--- src/rtl/nfc_board_supervisor_if.sv ---
// rtl/nfc_board_supervisor_if.sv - PLL/reset/LED signal bundle for the board supervisor (optional heartbeat: NFC_SUPERVISOR_HEARTBEAT_EN)
interface nfc_board_supervisor_if #(
  parameter int N_CH = 3
);
  logic              pll_locked;
  logic              sys_rstn;
  logic [N_CH-1:0]   ch_in;
  logic [2*N_CH-1:0] ch_mode;
  logic [N_CH-1:0]   led;
  logic [7:0]        lock_lost_cnt;
`ifdef NFC_SUPERVISOR_HEARTBEAT_EN
  logic              heartbeat;

  modport master (output pll_locked, ch_in, ch_mode,
                  input  sys_rstn, led, lock_lost_cnt, heartbeat);
  modport slave  (input  pll_locked, ch_in, ch_mode,
                  output sys_rstn, led, lock_lost_cnt, heartbeat);
`else
  modport master (output pll_locked, ch_in, ch_mode,
                  input  sys_rstn, led, lock_lost_cnt);
  modport slave  (input  pll_locked, ch_in, ch_mode,
                  output sys_rstn, led, lock_lost_cnt);
`endif
endinterface

--- src/rtl/nfc_board_supervisor.sv ---
// rtl/nfc_board_supervisor.sv - PLL-lock reset sequencer and per-channel LED mode driver (optional heartbeat: NFC_SUPERVISOR_HEARTBEAT_EN)
module nfc_board_supervisor #(
  parameter int N_CH               = 3,
  parameter int LOCK_STABLE_CYCLES = 1024,
  parameter int RST_HOLD_CYCLES    = 256,
  parameter int STRETCH_CYCLES     = 8136000,
  parameter int BLINK_HALF_CYCLES  = 40680000
) (
  input  logic                   clk,
  input  logic                   rstn,
  nfc_board_supervisor_if.slave  bus
);

  localparam int STAB_W = $clog2(LOCK_STABLE_CYCLES + 1);
  localparam int HOLD_W = $clog2(RST_HOLD_CYCLES + 1);
  localparam int STR_W  = $clog2(STRETCH_CYCLES + 1);
  localparam int BLK_W  = $clog2(BLINK_HALF_CYCLES + 1);

  typedef enum logic [1:0] {WAIT_LOCK, STABILIZE, HOLD, RUN} state_e;

  state_e            state_q;
  logic [STAB_W-1:0] stab_q;
  logic [HOLD_W-1:0] hold_q;
  logic              sys_rstn_q;
  logic [7:0]        lost_q;
  logic [1:0]        sync_q;
  logic              lk_s;

  // Two-flop synchroniser for the PLL lock, which is asynchronous to clk.
  always_ff @(posedge clk or negedge rstn) begin
    if (!rstn) sync_q <= 2'b00;
    else       sync_q <= {sync_q[0], bus.pll_locked};
  end

  assign lk_s = sync_q[1];

  // Reset sequencer: the WAIT_LOCK cycle that first sees lock counts as stable cycle one.
  always_ff @(posedge clk or negedge rstn) begin
    if (!rstn) begin
      state_q    <= WAIT_LOCK;
      stab_q     <= '0;
      hold_q     <= '0;
      sys_rstn_q <= 1'b0;
      lost_q     <= 8'd0;
    end else begin
      case (state_q)
        WAIT_LOCK: begin
          sys_rstn_q <= 1'b0;
          stab_q     <= '0;
          hold_q     <= '0;
          if (lk_s) begin
            if (LOCK_STABLE_CYCLES == 1) begin
              state_q <= HOLD;
            end else begin
              state_q <= STABILIZE;
              stab_q  <= STAB_W'(1);
            end
          end
        end
        STABILIZE: begin
          sys_rstn_q <= 1'b0;
          if (!lk_s) begin
            state_q <= WAIT_LOCK;
            stab_q  <= '0;
          end else if (stab_q == STAB_W'(LOCK_STABLE_CYCLES - 1)) begin
            state_q <= HOLD;
            stab_q  <= '0;
            hold_q  <= '0;
          end else begin
            stab_q <= stab_q + STAB_W'(1);
          end
        end
        HOLD: begin
          sys_rstn_q <= 1'b0;
          if (!lk_s) begin
            state_q <= WAIT_LOCK;
            hold_q  <= '0;
          end else if (hold_q == HOLD_W'(RST_HOLD_CYCLES - 1)) begin
            state_q    <= RUN;
            hold_q     <= '0;
            sys_rstn_q <= 1'b1;
          end else begin
            hold_q <= hold_q + HOLD_W'(1);
          end
        end
        RUN: begin
          if (!lk_s) begin
            state_q    <= WAIT_LOCK;
            sys_rstn_q <= 1'b0;
            if (lost_q != 8'hFF) lost_q <= lost_q + 8'd1;
          end
        end
        default: begin
          state_q    <= WAIT_LOCK;
          sys_rstn_q <= 1'b0;
        end
      endcase
    end
  end

  assign bus.sys_rstn      = sys_rstn_q;
  assign bus.lock_lost_cnt = lost_q;

  logic [N_CH-1:0] led_vec;

  for (genvar i = 0; i < N_CH; i++) begin : g_ch
    logic             prev_q, prev_d;
    logic             led_q, led_d;
    logic             ph_q, ph_d;
    logic [STR_W-1:0] str_q, str_d;
    logic [BLK_W-1:0] blk_q, blk_d;

    // Per-channel display mode; counters of inactive modes are held at zero.
    always_comb begin
      prev_d = bus.ch_in[i];
      led_d  = 1'b0;
      str_d  = '0;
      blk_d  = '0;
      ph_d   = 1'b0;
      case (bus.ch_mode[2*i +: 2])
        2'b00: led_d = bus.ch_in[i];
        2'b01: begin
          if (bus.ch_in[i] && !prev_q) str_d = STR_W'(STRETCH_CYCLES);
          else if (str_q != '0)        str_d = str_q - STR_W'(1);
          led_d = bus.ch_in[i] || (str_q != '0);
        end
        2'b10: begin
          if (bus.ch_in[i]) begin
            led_d = ~ph_q;
            ph_d  = ph_q;
            if (blk_q == BLK_W'(BLINK_HALF_CYCLES - 1)) begin
              blk_d = '0;
              ph_d  = ~ph_q;
            end else begin
              blk_d = blk_q + BLK_W'(1);
            end
          end
        end
        2'b11: led_d = ~bus.ch_in[i];
      endcase
    end

    // Channel state registers.
    always_ff @(posedge clk or negedge rstn) begin
      if (!rstn) begin
        prev_q <= 1'b0;
        led_q  <= 1'b0;
        ph_q   <= 1'b0;
        str_q  <= '0;
        blk_q  <= '0;
      end else begin
        prev_q <= prev_d;
        led_q  <= led_d;
        ph_q   <= ph_d;
        str_q  <= str_d;
        blk_q  <= blk_d;
      end
    end

    assign led_vec[i] = led_q;
  end

  assign bus.led = led_vec;

`ifdef NFC_SUPERVISOR_HEARTBEAT_EN
  logic             hb_q, hb_d;
  logic [BLK_W-1:0] hbc_q, hbc_d;

  // Heartbeat toggles only while running; any other state parks it low.
  always_comb begin
    hb_d  = 1'b0;
    hbc_d = '0;
    if (state_q == RUN) begin
      hb_d = hb_q;
      if (hbc_q == BLK_W'(BLINK_HALF_CYCLES - 1)) begin
        hb_d = ~hb_q;
      end else begin
        hbc_d = hbc_q + BLK_W'(1);
      end
    end
  end

  // Heartbeat registers.
  always_ff @(posedge clk or negedge rstn) begin
    if (!rstn) begin
      hb_q  <= 1'b0;
      hbc_q <= '0;
    end else begin
      hb_q  <= hb_d;
      hbc_q <= hbc_d;
    end
  end

  assign bus.heartbeat = hb_q;
`endif

endmodule

--- src/flat_wrapper.sv ---
// flat-port wrapper written by rule: the top's interface ports become plain ports
module nfc_board_supervisor_flat 
#(
  parameter int N_CH               = 3,
  parameter int LOCK_STABLE_CYCLES = 1024,
  parameter int RST_HOLD_CYCLES    = 256,
  parameter int STRETCH_CYCLES     = 8136000,
  parameter int BLINK_HALF_CYCLES  = 40680000
)
  (clk, rstn, bus_pll_locked, bus_ch_in, bus_ch_mode, bus_sys_rstn, bus_led, bus_lock_lost_cnt);
  nfc_board_supervisor_if #(.N_CH(N_CH)) bus_i ();
  input  logic clk;
  input  logic rstn;
  input wire logic [$bits(bus_i.pll_locked)-1:0] bus_pll_locked;
  input wire logic [$bits(bus_i.ch_in)-1:0] bus_ch_in;
  input wire logic [$bits(bus_i.ch_mode)-1:0] bus_ch_mode;
  output wire logic [$bits(bus_i.sys_rstn)-1:0] bus_sys_rstn;
  output wire logic [$bits(bus_i.led)-1:0] bus_led;
  output wire logic [$bits(bus_i.lock_lost_cnt)-1:0] bus_lock_lost_cnt;
  assign bus_i.pll_locked = bus_pll_locked;
  assign bus_i.ch_in = bus_ch_in;
  assign bus_i.ch_mode = bus_ch_mode;
  assign bus_sys_rstn = bus_i.sys_rstn;
  assign bus_led = bus_i.led;
  assign bus_lock_lost_cnt = bus_i.lock_lost_cnt;
  nfc_board_supervisor #(.N_CH(N_CH), .LOCK_STABLE_CYCLES(LOCK_STABLE_CYCLES), .RST_HOLD_CYCLES(RST_HOLD_CYCLES), .STRETCH_CYCLES(STRETCH_CYCLES), .BLINK_HALF_CYCLES(BLINK_HALF_CYCLES)) u_core (.clk(clk), .rstn(rstn), .bus(bus_i));
endmodule
--- config.mk ---
export PLATFORM = sky130hd
export DESIGN_NAME = nfc_board_supervisor_flat
export DESIGN_NICKNAME = d
export VERILOG_FILES = /design/src/rtl/nfc_board_supervisor_if.sv /design/src/rtl/nfc_board_supervisor.sv /design/src/flat_wrapper.sv
export SDC_FILE = /design/constraint.sdc
export NUM_CORES = 1
export LEC_CHECK = 0
export ABC_AREA = 1
export CAP_MARGIN = 20
export CORE_MARGIN = 4
export CORE_UTILIZATION = 63
export DETAILED_ROUTE_END_ITERATION = 16
export GPL_ROUTABILITY_DRIVEN = 0
export PLACE_DENSITY = 0.83
export SETUP_SLACK_MARGIN = 0.4
export SYNTH_ARGS = -nofsm -noshare
export SYNTH_HDL_FRONTEND = slang
export SYNTH_SLANG_ARGS = --single-unit
--- constraint.sdc ---
create_clock -name clk -period 2.1 [get_ports clk]
set_input_delay 0.21 -clock clk [delete_from_list [all_inputs] [get_ports clk]]
set_output_delay 0.21 -clock clk [all_outputs]
set_load 0.1 [all_outputs]
After elaboration in Yosys (flattened, before gate mapping):

Cells that the tools add are included.

* flip-flop bits (word level): 189
* input port bits: 12
* output and inout bits: 12
* logic and storage cells: 139

* add/sub/neg operators: 9
* equal/unequal tests: 27
* muxes and demuxes: 53
* bitwise operators: 7
* reduce and logical (&&, ||, !) cells: 22

Operator list (number)
* 26-bit 2-to-1 mux: 9
* 23-bit 2-to-1 mux: 9
* 26-bit by 1-bit adder with 26-bit output (second input constant): 3
* 26-bit equality test (second input constant): 3
* 23-bit nonzero test: 3
* 23-bit by 1-bit subtractor with 23-bit output (second input constant): 3
* 9-bit 2-to-1 mux: 4
* 9-bit one-hot mux with 3 select lines: 1
* 11-bit 2-to-1 mux: 2
* 11-bit one-hot mux with 2 select lines: 1
* 2-bit equality test (second input constant): 8
* 1-bit 2-to-1 mux: 16
* 2-bit 2-to-1 mux: 6
* 1-bit one-hot mux with 4 select lines: 3
* 11-bit by 1-bit adder with 11-bit output (second input constant): 1
* 11-bit by 10-bit equality test with 1-bit output (second input constant): 1
* 9-bit by 1-bit adder with 9-bit output (second input constant): 1
* 9-bit by 8-bit equality test with 1-bit output (second input constant): 1
* 3-bit by 2-bit inequality test with 1-bit output (second input constant): 3
* 8-bit by 1-bit adder with 8-bit output (second input constant): 1
* 2-bit by 1-bit equality test with 1-bit output (second input constant): 4
* 2-bit zero test: 4
* 8-bit inequality test (second input constant): 1
* 2-bit one-hot mux with 4 select lines: 1
* other kinds (13): 29

Longest topological paths before layout:

* depth in word-level cells: 4
* gate-level depth with buffers: 10
* mapped depth without buffers: 10

Worst setup path before layout:

OpenSTA, ideal clock, no wires.

* kind: flip-flop to flip-flop
* start point: register u_core.lost_q[1], in the netlist u_core.bus.lock_lost_cnt[1]
* end point: register u_core.lost_q[5], in the netlist u_core.bus.lock_lost_cnt[5]
* arrival time: 1.992 ns
* path slack: -0.020 ns
* cell stages (with the launch flop): 9
* buffers on the path: 0
* cells stage by stage: dfrtp_1 ha_1 nand3_2 nor3_1 nand2_1 nand2_2 inv_2 nand2_1 o21ai_0

* longest elaborated chain between the ends: 2
* elaborated cells between the ends (all ways): 3

RTL lines
* start, declared: line nfc_board_supervisor.sv:25 `logic [7:0] lost_q;`
* start signal, assigned: line nfc_board_supervisor.sv:90 `if (lost_q != 8'hFF) lost_q <= lost_q + 8'd1;`
* parallel branches: the longest is 2 deep, another holds 8-bit by 1-bit adder with 8-bit output

Parallel ways; which one is timed is not known.
A chain may end at the register's enable or synchronous reset.

Worst setup path after layout:

* start point: register u_core.g_ch[2].str_q[10]
* end point: register u_core.g_ch[2].led_q

* longest elaborated chain between the ends: 3

RTL lines
* start, declared: line nfc_board_supervisor.sv:110 `logic [STR_W-1:0] str_q, str_d;`
* start signal, assigned: line nfc_board_supervisor.sv:155 `str_q <= str_d;`
* 23-bit nonzero test: line nfc_board_supervisor.sv:125 `led_d = bus.ch_in[i] || (str_q != '0);`
* 1-bit logical OR: line nfc_board_supervisor.sv:125
* 1-bit one-hot mux with 4 select lines: line nfc_board_supervisor.sv:120 `case (bus.ch_mode[2*i +: 2])`
* named net u_core.g_ch[2].led_d: line nfc_board_supervisor.sv:108 `logic led_q, led_d;`
* end signal, assigned: line nfc_board_supervisor.sv:153 `led_q <= led_d;`
* end, declared: line nfc_board_supervisor.sv:108

The timed path passes the listed nets, and every way through them passes these cells.

==> results.yml <==
run_status:
  outcome: "finished clean"
job:
  drv_cap: 0
detailed_routing:
  vias_per_cell: 5.379
  vias: 9435
  drc: 0
  antenna_left: 0
  post_drt_wl_per_cell_um: 13.51
  drt_iter0_markers: 666
  dr.pass1.iters: 6
  drt-total-wl_um: 23700
cells_and_area:
  area.growth.synth_to_final_pct: 11.95
  stdcell_area_um2: 12210
  layout-drive-gt1-share_pct: 11.02
  seqCellArea_um2: 4743
  multi_input_area_um2: 5518
  fillCellCount: 1314
  layout.nets: 1545
  antenna_cells: 0
global_routing:
  antenna_found_initial: 0
  grt_pass1_vias: 9102
  grt_overflow: 0
  grt_start_max_net_pins: 55
  grt_pass1_wl_um: 40400
  track_usage_pct: 24.37
logic_synthesis:
  synth_area_um2: 10900
  syn_avg_cell_area_um2: 7.372
  synthTopCellsByArea: "dfrtp_1 (43%), nand2_1 (12%), nor2_1 (12%)"
  synth_fp_nets: 1503
  synth_top_area_share_pct: 43.38
  synth-edff-count: 0
  synth_area_leader_cell: "dfrtp_1"
  async_flop_share_pct: 100.0
  ys_seq_area_share_pct: 43.38
  ys_ff_latch: 189
  yosysUniqueCellTypes: 37
  synth_cells: 1479
  synth-warning-count: 0
  synthFlopType: "dfrtp_1"
clock_network:
  path_clk_slew_ns: 0.07
  clock_latency_ns: 0.44
  root_buffer: "clkbuf_16"
  numCtsBuffers: 17
  htreeDepth: 4
  cts.sinks: 189
  cts_tree: "built"
  cts_max_path_buffers: 2
sta:
  finalClockSkew_ns: 0.009912
  finalMaxSlewViolations: 0
  setup_viol: 0
  finalSetupTns_ns: 0
  fmax_mhz: 607.3
  final.period_utilization_pct: 78.42
  rsz0062_at_grt: "yes"
  tightestPinTransition_ns: 0.4858
  hold_viol: 0
  layout_min_cycle_time_ns: 1.647
  relSlewSlack_pct: 67.49
placed_design:
  dpl.hpwl_um: 16460
  portBuffers: 23
  placed_area_um2: 11350
die:
  num_rows: 47
  pin_count: 24
  core_um2: 16760
  fp.dieW_um: 139.6
  die_h_um: 139.6
  die-area_um2: 19480
  start_util_pct: 65.05
setup_path:
  crit_end: "u_core.g_ch[2].led_q$_DFF_PN0_"
  rr_endpoint: "u_core.g_ch[2].led_q$_DFF_PN0_"
  max_stage_delay_ns: 0.42
  startpoint: "u_core.g_ch[2].str_q[10]$_DFF_PN0_"
  r2r_cells: 6
  critPathTopFamily: "simple AND/OR/NAND/NOR gates"
  criticalPathCategory: "reg2reg"
  cp.required_ns: 2.40
  cp_num_cells: 6
  start_kind: "flop"
  r2r_setup_slack_ns: 0.45
  crit_chain: "nor2_2 -> nand2_1 -> nor2_2 -> nand3_1 -> o21ai_0 -> nand3_1"
  cp_num_buf_inv: 0
  cp_max_fo: 4
  regToRegStartpoint: "u_core.g_ch[2].str_q[10]$_DFF_PN0_"
  endpoint_kind: "flop"
  cp_slowest_cell: "dfrtp_1"
  cp_data_arrival_time_ns: 1.95
power_and_ir_drop:
  ir_drop_mv: 0.7837
  power.density_nw_per_um2: 930.4
  p_leak_nw: 5.755
worst_hold_path:
  hold_path_class: "in2reg"
## synthesized netlist by cell type, drive strengths merged (2+ instances only)
cell,count
a21oi,19
a31oi,4
buf,14
clkbuf,3
dfrtp,189
ha,12
inv,163
nand2,363
nand3,125
nand3b,4
nand4,41
nor2,386
nor3,16
o21a,2
o21ai,41
or2,5
xnor2,26
xor2,59
## registers in the layout, summed over array words and instances, names as in the netlist
register,count
u_core.hold_q,9
u_core.stab_q,11
u_core.sync_q,2
u_core.bus.lock_lost_cnt,8
u_core.g_ch.str_q,69
u_core.g_ch.ph_q,3
u_core.g_ch.blk_q,78
u_core.bus.sys_rstn,1
u_core.state_q,2
u_core.g_ch.led_q,3
u_core.g_ch.prev_q,3
## layer usage
| layer | track usage, % | wire length [um] | up-vias |
|---|---|---|---|
| li1 | - | - | 4721 |
| met1 | 32.43 | 10550 | 4441 |
| met2 | 40.79 | 11680 | 224 |
| met3 | 4.185 | 991 | 49 |
| met4 | 8.159 | 470 | 0 |
| met5 | 0 | 0 | - |
## where the power goes
group / total [mW] / leakage, nW / internal, mW / switching (mW)
clock: 3.62 / 0.324 / 2.19 / 1.44
combinational: 3.52 / 2.85 / 1.19 / 2.33
sequential: 4.21 / 2.58 / 3.93 / 0.286
total: 11.4 / 5.75 / 7.31 / 4.05
## cell usage in the layout, fill, tap and decap left out, types with 3 or more instances in the layout
cell               n
a21oi_1           19
a31oi_1            4
buf_12             4
buf_4             23
bufinv_16          5
clkbuf_16         17
clkbuf_8           3
clkdlybuf4s50_1   10
clkinv_4           3
dfrtp_1          182
dfrtp_2            5
ha_1               8
inv_1            155
inv_2              6
nand2_1          350
nand2_2           10
nand3_1          115
nand3_2           10
nand3b_1           4
nand4_1           41
nor2_1           331
nor2_2            37
nor2_4            18
nor3_1            11
nor3_2             4
o21ai_0           32
o21ai_1            8
or2_2              5
xnor2_1           26
xor2_1            59
## cell families (layout without fill, tap and decap cells)
| group | Yosys count | after routing | share of synthesized area [%] |
|---|---|---|---|
| flops | 189 | 189 | 43.38 |
| compound gates | 70 | 70 | 3.420 |
| xor+xnor | 85 | 85 | 6.828 |
| buf+inv | 180 | 235 | 6.954 |
| fa+ha+maj | 12 | 12 | 1.377 |
| simple gates | 943 | 943 | 38.04 |
## cell type report
type                            instances  share of cell area [%]
Multi-Input combinational cell       1110                   45.21
Sequential cell                       189                   38.86
Inverter                              163                   5.054
Clock buffer                           19                   3.711
Timing Repair Buffer                   40                   3.178
Tap cell                              220                   2.255
Clock inverter                         13                   1.732
## what timing repair did
action | 4_1_cts | 5_1_grt
endpoints found under the hold margin | 49 | 0
setup endpoints to repair | 28 | 137
hold buffers | 1 | 0
pin swaps | 2 | 8
setup buffers | 2 | 5
resized for setup | 2 | 27
## worst min path at each step
stage                               from                                      end  slack, ns  cells after the start
after floorplan                     rstn  u_core.bus.lock_lost_cnt[2]$_DFFE_PN0P_      -0.09                      0
after global routing      bus_pll_locked               u_core.sync_q[0]$_DFF_PN0_       0.22                      1
after global placement              rstn       u_core.g_ch[0].blk_q[24]$_DFF_PN0_       0.21                      1
after detailed placement            rstn       u_core.g_ch[0].blk_q[13]$_DFF_PN0_       0.20                      1
after CTS                 bus_pll_locked               u_core.sync_q[0]$_DFF_PN0_       0.20                      1
final                     bus_pll_locked               u_core.sync_q[0]$_DFF_PN0_       0.21                      1
## stage by stage
step	power (mW)	setup WS (ns)	hold WS [ns]	util [%]	instances
6_report	11.36	0.4532	0.2099	72.83	1754
5_1_grt	12.02	0.3404	0.2194	72.83	1754
4_1_cts	11.30	0.4130	0.2020	71.96	1749
3_5_place_dp	7.608	0.2763	0.2001	67.74	1714
3_3_place_gp	7.518	0.3182	0.2070	67.74	1714
2_1_floorplan	6.939	0.4248	-0.08559	-	1479
No activity file was read; power rests on OpenSTA's default activity.
